--- config.mk ---
export PLATFORM = sky130hd
export DESIGN_NAME = adc_push_sequencer
export DESIGN_NICKNAME = d
export VERILOG_FILES = /design/src/rtl/adc_push_sequencer.sv
export SDC_FILE = /design/constraint.sdc
export NUM_CORES = 1
export LEC_CHECK = 0
export CAP_MARGIN = 25
export CORE_UTILIZATION = 55
export DETAILED_ROUTE_END_ITERATION = 12
export PLACE_DENSITY = 0.8
export SYNTH_ARGS = -nofsm -noshare
export SYNTH_HDL_FRONTEND = slang
export SYNTH_SLANG_ARGS = --single-unit
--- constraint.sdc ---
create_clock -name clk -period 4.71 [get_ports clk]
set_clock_uncertainty 0.1 [all_clocks]
set_input_delay 0.942 -clock clk [delete_from_list [all_inputs] [get_ports clk]]
set_output_delay 0.942 -clock clk [all_outputs]
set_load 0.05 [all_outputs]
--- src/rtl/adc_push_sequencer.sv ---
// Sample FIFO between the ADC capture logic and the correlator bank.
// Buffered samples go out as PushADC strobes at a bus-programmed cadence.
`timescale 1ns/1ps
module adc_push_sequencer #(
  parameter int unsigned FIFO_DEPTH = 8,
  parameter logic [31:0] BASE_ADDR  = 32'hFE000000
) (
  input  logic        clk,
  input  logic        rst,
  input  logic [31:0] addr,
  input  logic [31:0] Wdata,
  input  logic        write,
  input  logic        read,
  output logic [31:0] Rdata,
  input  logic [15:0] adc_in,
  input  logic        adc_in_valid,
  output logic        adc_in_ready,
  output logic [15:0] ADC,
  output logic        PushADC
);

  localparam int unsigned AW = $clog2(FIFO_DEPTH);
  localparam int unsigned LW = AW + 1;
  localparam logic [31:0] A_CTRL    = BASE_ADDR;
  localparam logic [31:0] A_DIV     = BASE_ADDR + 32'h4;
  localparam logic [31:0] A_STATUS  = BASE_ADDR + 32'h8;
  localparam logic [31:0] A_PUSHCNT = BASE_ADDR + 32'hC;

  logic          enable_q, enable_d;
  logic          offset_q, offset_d;
  logic [15:0]   div_q, div_d;
  logic [15:0]   cnt_q, cnt_d;
  logic          ovf_q, ovf_d;
  logic          unf_q, unf_d;
  logic [31:0]   pushcnt_q, pushcnt_d;
  logic [LW-1:0] wr_ptr_q, wr_ptr_d;
  logic [LW-1:0] rd_ptr_q, rd_ptr_d;
  logic [15:0]   adc_q, adc_d;
  logic          push_q, push_d;
  logic [15:0]   mem_q [FIFO_DEPTH];

  logic [LW-1:0] level;
  logic          empty, full;
  logic          wr_ctrl, wr_div, wr_status, wr_pcnt;
  logic          flush, tick, pop, push_in, ovf_set, unf_set;
  logic [15:0]   head;

  // Fill level and flags come from registered pointers only.
  assign level        = wr_ptr_q - rd_ptr_q;
  assign empty        = (level == '0);
  assign full         = (level == LW'(FIFO_DEPTH));
  assign head         = mem_q[rd_ptr_q[AW-1:0]];
  assign adc_in_ready = !full;
  assign ADC          = adc_q;
  assign PushADC      = push_q;

  always_comb begin
    wr_ctrl   = write && (addr == A_CTRL);
    wr_div    = write && (addr == A_DIV);
    wr_status = write && (addr == A_STATUS);
    wr_pcnt   = write && (addr == A_PUSHCNT);
    flush     = wr_ctrl && Wdata[2];
    tick      = enable_q && (cnt_q == div_q);
    pop       = tick && !empty && !flush;
    push_in   = adc_in_valid && !full && !flush;
    ovf_set   = adc_in_valid && full && !flush;
    unf_set   = tick && empty;
  end

  always_comb begin
    enable_d  = enable_q;
    offset_d  = offset_q;
    div_d     = div_q;
    cnt_d     = cnt_q;
    ovf_d     = ovf_q;
    unf_d     = unf_q;
    pushcnt_d = pushcnt_q;
    wr_ptr_d  = wr_ptr_q + LW'(push_in);
    rd_ptr_d  = rd_ptr_q + LW'(pop);
    adc_d     = adc_q;
    push_d    = pop;

    if (wr_ctrl) begin
      enable_d = Wdata[0];
      offset_d = Wdata[1];
    end
    if (wr_div) div_d = Wdata[15:0];

    // Reprogramming the cadence restarts the interval from zero.
    if (wr_div || (wr_ctrl && (Wdata[0] != enable_q)) || !enable_q || tick)
      cnt_d = '0;
    else
      cnt_d = cnt_q + 16'd1;

    ovf_d = (ovf_q && !(wr_status && Wdata[8])) || ovf_set;
    unf_d = (unf_q && !(wr_status && Wdata[9])) || unf_set;

    if (wr_pcnt)     pushcnt_d = Wdata;
    else if (push_q) pushcnt_d = pushcnt_q + 32'd1;

    if (flush) rd_ptr_d = wr_ptr_q;
    if (pop)   adc_d = head ^ {offset_q, 15'b0};
  end

  always_ff @(posedge clk or negedge rst) begin
    if (!rst) begin
      enable_q  <= 1'b0;
      offset_q  <= 1'b0;
      div_q     <= '0;
      cnt_q     <= '0;
      ovf_q     <= 1'b0;
      unf_q     <= 1'b0;
      pushcnt_q <= '0;
      wr_ptr_q  <= '0;
      rd_ptr_q  <= '0;
      adc_q     <= '0;
      push_q    <= 1'b0;
    end else begin
      enable_q  <= enable_d;
      offset_q  <= offset_d;
      div_q     <= div_d;
      cnt_q     <= cnt_d;
      ovf_q     <= ovf_d;
      unf_q     <= unf_d;
      pushcnt_q <= pushcnt_d;
      wr_ptr_q  <= wr_ptr_d;
      rd_ptr_q  <= rd_ptr_d;
      adc_q     <= adc_d;
      push_q    <= push_d;
    end
  end

  // Sample storage needs no reset; pointers define validity.
  always_ff @(posedge clk) begin
    if (push_in) mem_q[wr_ptr_q[AW-1:0]] <= adc_in;
  end

  always_comb begin
    Rdata = '0;
    if (rst && read) begin
      unique case (addr)
        A_CTRL:    Rdata = {30'b0, offset_q, enable_q};
        A_DIV:     Rdata = {16'b0, div_q};
        A_STATUS: begin
          Rdata[LW-1:0] = level;
          Rdata[8]      = ovf_q;
          Rdata[9]      = unf_q;
        end
        A_PUSHCNT: Rdata = pushcnt_q;
        default:   Rdata = '0;
      endcase
    end
  end

endmodule

## Word level (Yosys, flattened, before mapping)

Memory sizes are Yosys's and may differ from the RTL's.
Cells that the tools add are included.

| storage, ports and cells | value |
|---|---|
| word-level logic and storage cells | 68 |
| memories | 1 |
| input bits | 85 |
| output and inout bits | 50 |
| register bits | 93 |
| RAM bits | 128 |

| operators by class | value |
|---|---|
| reductions and logical operators | 32 |
| bitwise logic cells | 1 |
| mux-type cells | 11 |
| add/subtract/negate cells | 5 |
| equality and inequality tests | 7 |

Memory list:

| memory | depth | width | read ports | clocked after memory_dff | write ports | line | text |
|---|---|---|---|---|---|---|---|
| mem_q | 8 | 16 | 1 | 0 | 1 | 40 | `logic [15:0] mem_q [FIFO_DEPTH];` |

Operator list:

| kind | number |
|---|---|
| equality test 32 bit (second input constant) | 4 |
| two-way mux 32 bit | 3 |
| case mux 22 bit (2 select lines) | 1 |
| adder 32 x 1 -> 32 bit (second input constant) | 1 |
| logical AND 1 bit | 19 |
| adder 16 x 1 -> 16 bit (second input constant) | 1 |
| equality test 16 bit | 1 |
| two-way mux 16 bit | 1 |
| case mux 4 bit (4 select lines) | 1 |
| XOR 16 bit | 1 |
| adder 4 x 1 -> 4 bit | 2 |
| case mux 4 bit (2 select lines) | 1 |
| logical NOT 1 bit | 6 |
| case mux 2 bit (3 select lines) | 1 |
| logical OR 1 bit | 5 |
| equality test 4 bit (second input constant) | 1 |
| logical NOT 4 bit | 1 |
| two-way mux 4 bit | 1 |
| subtractor 4 bit | 1 |
| two-way mux 1 bit | 2 |
| nonzero test 2 bit | 1 |
| != test 1 bit | 1 |

## Longest topological paths before layout

| logic depth | value |
|---|---|
| depth after elaboration | 7 |
| depth in mapped cells | 12 |
| gate-level depth less buffers | 12 |

## Least setup slack after synthesis

Ideal clock, no wire load.

| path | value |
|---|---|
| kind | register to register |
| start | register rd_ptr_q[1] |
| end | memory mem_q[0][0] (enable) |
| library setup time | 409 ps |
| buffers on the path | 3 |
| stages on the path, launching flop included | 11 |
| arrival | 3,742 ps |
| required time | 4,201 ps |
| period minus slack after synthesis | 4,251 ps |
| setup slack | 459 ps |
| path through | dfrtp_1 -> clkbuf_1 -> clkbuf_1 -> inv_1 -> fa_1 -> xor2_1 -> or3b_2 -> or3_1 -> clkbuf_1 -> nand4bb_1 -> nor3_1 |

| on the way | value |
|---|---|
| longest elaborated chain between the ends | 7 |

RTL lines:

| item | line | text |
|---|---|---|
| start, declared | 37 | `logic [LW-1:0] rd_ptr_q, rd_ptr_d;` |
| start signal, assigned | 127 | `rd_ptr_q <= rd_ptr_d;` |
| subtractor 4 bit | 49 | `assign level = wr_ptr_q - rd_ptr_q;` |
| equality test 4 bit | 51 | `assign full = (level == LW'(FIFO_DEPTH));` |
| logical NOT 1 bit | - |  |
| via adc_in_ready | 17 | `output logic adc_in_ready,` |
| logical AND 1 bit (2 in series) | 65 | `push_in = adc_in_valid && !full && !flush;` |
| two-way mux 1 bit | 135 | `if (push_in) mem_q[wr_ptr_q[AW-1:0]] <= adc_in;` |
| two-way mux 1 bit (not written as such) | 135 |  |
| end, declared | 40 |  |

The timed path passes the listed nets, and every way through them passes these cells.

## Final worst setup path

| path | value |
|---|---|
| start | input addr[9] |
| end | output Rdata[17] |

| on the way | value |
|---|---|
| longest elaborated chain between the ends | 3 |
| elaborated cells on any way between the ends | 4 |
| classes of those cells | 2 x eq/ne; 2 x mux |

RTL lines:

| item | line | text |
|---|---|---|
| start, declared | 10 | `input logic [31:0] addr,` |
| equality test 32 bit | 141 | `unique case (addr)` |
| case mux 22 bit (2 select lines) * | 141 |  |
| two-way mux 32 bit * | 140 | `if (rst && read) begin` |
| end, declared | 14 | `output logic [31:0] Rdata,` |

Every way passes the cells marked *; elsewhere a longest branch is shown, timed or not.

==> results.md <==
* Global route overflow at 0
* Largest net degree at the start of global routing at 57
* FF-to-FF path depth at 10
* Vias at between 6000 and 7000
* Yosys Warn Count at 0
* XOR/XNOR Fraction of Synth Area at 0.0582
* Kind of critical path: input pin to output port
* Clk Latency, worst-skew pair at between 0.5 and 0.6 ns
* Max_cap viols at 0
* CTS Buffer Depth at 3
* Final instance area at 12700 um2
* Final period util at 0.872
* Global-route usage over all layers at 0.258
* Final Wtd Congestion at around 0.87
* CP max stage cell: clkdlybuf4s50_1
* Critical Path End Type: output port
* Die X at around 140 um
* Status: completed
* Post-CTS Setup Inserts at 0
* CP startpoint kind: input pin
* CTS tree: yes
* Mapped cell area at 10100 um2
* Htree depth at 1
* Post-Synth Simple-Gate Area at 0.136
* Share of the yosys chip area belonging to registers at 0.612
* CTS buffer count at 23
* Drt initial violations at ~430
* Post-Syn Instances at roughly 750
* Synth Area per Inst at 13.5 um2
* Yosys cell types at 52
* Cell Chain, Critical Path: clkdlybuf4s50_1 -> nor4_1 -> and4_1 -> nand3_1 -> nor2_1 -> buf_4 -> and2_1 -> buf_12
* Fraction of registers with async set/reset at 0.421
* Max IR drop VDD at 0.457 mV
* Placed Area at between 10000 and 15000 um2
* Number of nets in the layout at 987
* # diodes at 0
* Max incr delay on CP at ~0.40 ns
* Final worst path period need at 4.11 ns
* Final worst slack at between 0.6 and 0.7 ns
* Largest family of logic cells by synthesized area: simple AND/OR/NAND/NOR gates
* Synthesized Nets at 840
* Actual slew at the worst max-slew pin at between 0.7 and 0.8 ns
* Setup TNS at 0 ns
* Crit path max-delay family: simple AND/OR/NAND/NOR gates
* PostCTS Resize Cnt at 0
* Worst EP arrival at approximately 3.1 ns
* Leak Pwr at approximately 4.9 nW
* Ports at ~140
* First-pass GRT wire length at between 30000 and 40000 um
* Worst-path clk slew at about 0.060 ns
* Vias in the first global route at around 6600
* Endpoints failing setup at 0
* Initial Util at 0.562
* Final hold slack at ~0.40 ns
* Worst-path fanout max at 15
* Fill cells at about 1200
* Post-synthesis compound-gate area fraction at 0.0283
* RSZ-0062 raised after global routing: false
* Routed wire length at roughly 23000 um
* Synth area leaders: edfxtp_1 (38%), dfrtp_1 (23%), mux4_2 (7.4%)
* Reg2reg start: wr_ptr_q[0]
* Fin cells at ~1100
* Ys flop type: edfxtp_1
* DR vias/cell at 5.79
* Dpl cells at around 1100
* Maximum clock frequency at 244 MHz
* Cts hold-fix bufs at 0
* PwrDens at 375 nW/um2
* Area share of the largest cell type after synthesis at 0.381
* Sink Count at between 200 and 250
* Share of layout cells above drive strength 1 at 0.195
* Post-synth EDFFs at between 100 and 150
* Syn-to-layout area delta at 26.2%
* Die Ht at approximately 140 um
* #FFs+latches synth at around 220
* Final hold vios at 0
* DRC viols at 0
* Top-count cell post-synth: edfxtp_1
* Hold Crit Class: input pin to async pin
* Post-route ant nets at 0
* Antenna violations before repair at 0
* Post-synthesis mux area share at 0.133
* CTS Root Cell: clkbuf_16
* Reg2reg end: ADC[11]
* Slew margin rel. at 0.465
* CP bufs+invs at 3
* Wire per inst at approximately 21 um
* Post-DP HPWL at 14900 um
* Worst reg-to-reg setup slack at 1.29 ns
* Pins Over Slew Limit at 0
* Die ar. at between 15000 and 20000 um2
* Rows at 49
* Synth area leader: edfxtp_1
* Req. time, crit path at around 3.7 ns
* Core Region at about 18000 um2
* Post-Place Worst Slack at about 0.60 ns
* Adder-cell share of the synthesized area at 0.0131
* Buffers on Ports at about 130
* Commonest cells in the netlist: edfxtp_1 (128), dfrtp_1 (93), nand2_1 (64)
* DRT Pass-1 Iters at 5
registers in the layout, summed over array words and instances, names as in the netlist:
register   cells
mem_q        128
pushcnt_q     32
ADC           16
cnt_q         16
div_q         16
rd_ptr_q       4
wr_ptr_q       4
PushADC        1
enable_q       1
offset_q       1
ovf_q          1
unf_q          1
cell usage in the layout, fill, tap and decap left out, drive strengths merged, types with 3 or more instances in the layout:
cell type      instances
ha                     9
mux2                  39
xor2                  49
nand4b                 5
bufinv                 5
nand2                 64
clkdlybuf4s50        100
and3                  11
nand4                 24
mux4                  33
nor2b                  4
nand3                 21
and2                  20
buf                   57
dfrtp                 93
nand3b                 3
xnor2                 18
nor2                  63
a21oi                 36
nor4                  11
a22oi                  4
edfxtp               128
clkinv                10
mux2i                 12
inv                    9
nor3                  26
clkbuf                25
power by group:
part / internal (mW) / switching [mW] / leakage [nW]
registers: 2.26 / 0.0790 / 2.27
logic: 0.205 / 0.284 / 2.21
clock network: 1.18 / 0.772 / 0.397
per-stage QoR:
stage / total power, mW / utilization
floorplan: 2.60 / -
global placement: 2.84 / 0.662
detailed placement: 2.86 / 0.663
CTS: 4.81 / 0.709
global route: 4.94 / 0.709
finish: 4.78 / 0.709
worst max path at each step:
stage	slack, ns	cells past startpoint	end	startpoint
4_1_cts	0.60	8	Rdata[17]	addr[9]
5_1_grt	0.38	7	Rdata[4]	addr[12]
3_5_place_dp	0.60	8	Rdata[17]	addr[9]
2_1_floorplan	0.46	10	mem_q[0][0]	rd_ptr_q[1]
3_3_place_gp	0.63	8	Rdata[29]	addr[9]
6_report	0.60	8	Rdata[17]	addr[9]
layer usage:
metal | track usage | wire length (um) | vias up
met4 | 0.0775 | 580 | 0
met3 | 0.0467 | 1500 | 48
met2 | 0.434 | 11600 | 225
li1 | - | - | 3041
met1 | 0.343 | 9790 | 3271
met5 | 0 | 0 | -
cells by family (layout without fill, tap and decap cells):
group | count (synthesis) | in the layout
xor gates and xnor gates | 67 | 67
and+or+nand+nor | 269 | 269
muxes | 84 | 84
AOI/OAI and AO/OA | 50 | 50
buffers and inverters | 44 | 208
DFF | 221 | 221
adders and majority gates | 10 | 10
worst register-to-register path: cells and delay by family, from the launching register on:
family          cells  cell delay, ns
fa+ha+maj           2            0.53
mux                 1            0.31
compound gates      1            0.19
flops               1            0.46
buf+inv             3            0.42
simple gates        2            1.10
xor+xnor            1            0.17
cell type report:
class	instances	area, um2	share of cell area
repair buffers	157	1690	0.132
multi-input cells	480	3730	0.293
well taps	229	287	0.0225
inverters	9	33.8	0.00265
clock buffers	25	583	0.0458
flip-flops and latches	221	6170	0.485
clock inverters	17	235	0.0185
No activity file was read; power rests on OpenSTA's default activity.
==> RTL change 1: new RTL, same flow settings <==
The parameter `FIFO_DEPTH` goes from 8 to 16.
--- a/src/rtl/adc_push_sequencer.sv
+++ b/src/rtl/adc_push_sequencer.sv
@@ -4,3 +4,3 @@
 module adc_push_sequencer #(
-  parameter int unsigned FIFO_DEPTH = 8,
+  parameter int unsigned FIFO_DEPTH = 16,
   parameter logic [31:0] BASE_ADDR  = 32'hFE000000
Function: no difference found for any inputs over 4 cycles, from zero or initial values and one cycle with rst low; that may be too few to reach the edited logic, so the function may still have changed.
==> RTL change 1 against the original RTL <==
Power is 52% higher. Hold slack got worse by 0.11 ns. Global-route usage fell by 0.44 points. Routed wire length up 48%. Highest routed layer unchanged. Sequential cell count increased by 130. Critical path depth is 1 lower. Worst setup slack got worse by 0.38 ns. Design area is 44% higher. Synthesized area is 48% higher.
==> RTL change 1: results (changes against the original RTL) <==
* Grt met3 use at 4.52% (-0.16 points)
* Clock buffer count from CTS at 36 (+57%)
* Met2 WL post-DR at 17.2 mm (+49%)
* Compound-cell area share of the yosys netlist at 2.14% (-0.69 points)
* Ys async rst share at 27.1% (-15 points)
* Clock network latency to the later pin of the worst-skew pair at 0.52 ns
* EDFF count, synth at 256 (+100%)
* CTS clock-pin slew for the worst setup and hold paths at 0.06 ns (about the same)
* Sequential area share after synthesis at 67.3% (+6.2 points)
* Syn_nets at 1010 (+20%)
* Synth cell types at 42 (-19%)
* Clock H-tree levels at 2 (+1)
* DR vias at 8717 (+32%)
* PwrDens at 396 nW/um^2 (+5.6%)
* Slew @ Worst Pin at 0.956 ns (+0.159 ns)
* Critical path's slowest cell: clkdlybuf4s50_1
* Max FFs per register at 256 (+100%)
* Mux share of post-synthesis cell area at 15.7% (+2.5 points)
* Met3 Routed Length at 2.63 mm (+76%)
* Arrival @ worst endpoint at 3.44 ns (+0.38 ns)
* Xor/xnor share of the synthesized area at 4.28% (-1.5 points)
* Post-Place Setup Slack at 0.348 ns (-0.253 ns)
* First-pass GRT wire length at 52.4 mm (+44%)
* CTS Buffer Depth at 3 (unchanged)
* Met2 Use GR at 42.3% (-1.1 points)
* WL met1 at 13.7 mm (+40%)
* Dpl cell area at 17200 sq um (+44%)
* Adder-Cell Fraction of Synth Area at 0.971% (-0.34 points)
* Peak VDD IR at 342 uV (-25%)
* Antenna diodes at 0 (unchanged)
* Share of post-route cells with drive strength above 1 at 23.9% (+4.4 points)
* FILL cells at 1663 (+40%)
* Met1 Usage GRT at 33.8% (-0.53 points)
* Number of global-route vias before repair at 8845 (+34%)
* Final wirelength at 34.6 mm (+48%)
* Synth top cells by count: edfxtp_1, dfrtp_1, mux4_2, nand2_1, nor2_1
* CP Class: register to output pin
* Slowest cell delay on critical path at 0.83 ns (+0.43 ns)
* Critical path peak fanout at 9 (-6)
* Area contributors post-synth: edfxtp_1, dfrtp_1, mux4_2
* Leakage power at 6.36 nW (+30%)
* NumNets Final at 1171 (+19%)
* Initial antenna violation count at 0 (unchanged)
* Gpl congestion at 0.876 (+0.48%)
* Wirelength per Cell at 24.1 microns (+17%)
* Core area at 26400 sq um (+47%)
* Cells after DPL at 1372 (+25%)
* CP startpoint: wr_ptr_q[1]
* HPWL Detailed at 21.4 mm (+44%)
* Status: finished clean
* Syn avg cell area at 16.4 sq um (+21%)
-- RTL change 1: cell count changes after synthesis, sizes merged, moves of 6 or more --
cell	change
nor3	-8
mux4	+47
o21ai	+37
xor2	-18
xnor2	+24
a21oi	-28
nor4	+8
and2	-6
edfxtp	+128
nor2	-12
-- RTL change 1: area by class of cell --
| cell class | count | area share [%] |
|---|---|---|
| flip-flops and latches | 351 | 54.8 |
| multi-input cells | 507 | 25.7 |
| repair buffers | 167 | 10.5 |
| clock buffers | 46 | 5.27 |
| well taps | 335 | 2.28 |
| clock inverters | 19 | 1.13 |
| inverters | 12 | 0.245 |
-- RTL change 1: path summary, 6_finish.rpt --
kind,endpoint,slack (ns),cells after the start
max,adc_in_ready,0.23,7
min reg2reg,cnt_q[0],0.40,1
max in group asynchronous,rd_ptr_q[0],2.89,2
min,div_q[15],0.29,1
min in group clk,cnt_q[0],0.40,1
max reg2reg,mem_q[12][9],0.61,10
-- RTL change 1: cell families after synthesis --
logic type	Yosys count
mux	127
xor+xnor	73
simple gates	239
compound gates	57
flops	351
fa+ha+maj	11
buf+inv	56
-- RTL change 1: power by group --
| group | switching [mW] | leakage [nW] | internal (mW) |
|---|---|---|---|
| registers | 0.0988 | 3.45 | 3.59 |
| logic | 0.481 | 2.34 | 0.274 |
| clock network | 1.16 | 0.579 | 1.68 |
-- RTL change 1: critical path, delay by kind of cell (launching register included) --
kind	cells	cell delay, ns
AO/OA/AOI/OAI	1	0.22
XOR/XNOR	1	0.09
adder cells (fa/ha/maj)	1	0.52
buffers and inverters	2	1.15
flip-flops	1	0.62
AND/OR/NAND/NOR	2	0.32
==> RTL change 2: new RTL, config.mk and constraints unchanged <==
Without the edit above. Reset style: synchronous (`rst`), changed in one clocked block.
--- a/src/rtl/adc_push_sequencer.sv
+++ b/src/rtl/adc_push_sequencer.sv
@@ -104,3 +104,3 @@
 
-  always_ff @(posedge clk or negedge rst) begin
+  always_ff @(posedge clk) begin
     if (!rst) begin
Check against the original RTL: differs if rst is asserted again (counterexample within 4 cycles, from zero or initial values and one cycle with rst low); with rst held inactive, the same outputs for 4 cycles.
==> RTL change 2 against the original RTL <==
Synthesized area hardly changed. First-iteration DRC count is 13% higher. Die area hardly changed. Design area is 0.34% lower. Global-route usage is 0.062 points lower. Routed wire length is 0.38% higher. Via count is 6.0% higher. Sequential cell count stayed put. Synthesized cell count is 10% higher. Register-to-register slack better by 0.11 ns. Final cell count is 5.6% higher. Worst setup slack worse by 0.15 ns. Largest cell class unchanged.
Power is not compared: it rests on default switching activity, and its combinational part moved more than twofold at a synthesized area within 25%.
==> RTL change 2: results (changes against the original RTL) <==
* FILL cells at 1260 (+5.9%)
* Grt met3 use at 4.42% (-0.26 points)
* Layout clock area frac at 5.74% (-0.69 points)
* Multi-input combinational cell count at 542 (+13%)
* Post-Syn Instances at 821 (+10%)
* Sequential cell count at 221 (unchanged)
* Post-Place Setup Slack at 0.428 ns (-0.173 ns)
* Syn_nets at 916 (+9.0%)
* WL met1 at 9.43 mm (-3.7%)
* Area contributors post-synth: edfxtp_1, dfxtp_1, mux4_2
* Overall routing resource usage at 25.8% (-0.062 points)
* Worst r2r dst: mem_q[5][3]
* NumNets Final at 1051 (+6.5%)
* Largest net degree at the start of global routing at 65 (+14%)
* Iter 0 DRT Violations at 482 (+13%)
* Routed vias/inst at 5.81 (+0.38%)
* Initial antenna violation count at 1 (+1)
* Synth top cells by count: edfxtp_1, nand2_1, dfxtp_1, nor2_1, xor2_1
* Critical path peak fanout at 14 (-1)
* HPWL Detailed at 15.8 mm (+6.6%)
* Dpl cell area at 12000 sq um (+0.39%)
* Gpl congestion at 0.844 (-3.2%)
* CTS hold repair buffers at 0 (unchanged)
* Final wirelength at 23.5 mm (+0.38%)
* Highest metal used: met5
* Flop-to-flop setup slack at 1.40 ns (+0.11 ns)
* Met1 Usage GRT at 32.7% (-1.7 points)
* CP startpoint: addr[1]
* Number of global-route vias before repair at 6966 (+5.9%)
* Status: finished clean
* Relative slew slack at 32.0% (-14 points)
* Area taken by flip-flops and latches at 5710 sq um (-7.5%)
* Arrival @ worst endpoint at 3.21 ns (+0.15 ns)
* Sequential area share after synthesis at 56.5% (-4.7 points)
* Layout non-clock buf frac at 14.4% (+1.2 points)
* Crit Reg-Reg Startpoint: wr_ptr_q[2]
* Ys async rst share at 0% (-42 points)
* First-pass GRT wire length at 36.9 mm (+1.6%)
* Multi-input logic area at 4090 sq um (+9.7%)
* Clock buffer cells at 27 (+8.0%)
* Multi-input gate share of total cell area at 32.3% (+3.0 points)
* Met3 Routed Length at 1.57 mm (+4.7%)
* Share of post-route cells with drive strength above 1 at 16.9% (-2.6 points)
* Cells after DPL at 1160 (+5.8%)
* Hold Path Class: register to register
* Minimum clock period at 4.25 ns (+0.148 ns)
* Met2 WL post-DR at 11.9 mm (+3.1%)
* Met2 Use GR at 44.5% (+1.1 points)
[RTL change 2: changes by cell type in the layout (fill, tap and decap cells not counted), moves of 14 or more]
| cell | before | now |
|---|---|---|
| dfxtp_1 | 0 | 92 |
| a21oi_1 | 36 | 19 |
| dfrtp_1 | 92 | 0 |
| mux2i_1 | 12 | 38 |
| a211oi_2 | 0 | 14 |
| o21ai_0 | 2 | 19 |
| mux2_2 | 28 | 2 |
| nand2_1 | 64 | 100 |
[RTL change 2: worst max-delay path, cell delays in order]
cell and delay (ns):
clkdlybuf4s50_1 0.44, nor4_4 0.33, nand4_4 0.22, or3_1 0.50, nor2_2 0.39, and2_1 0.25, buf_12 0.15
[RTL change 2: kinds of logic (layout without fill, tap and decap cells)]
kind of cell	count (synthesis)	in the layout	synth area share, %
simple gates	312	312	16.2
flops	221	221	56.5
compound gates	81	81	5.86
mux	73	73	11.4
xor+xnor	66	66	5.72
buf+inv	58	210	3.06
fa+ha+maj	10	10	1.31
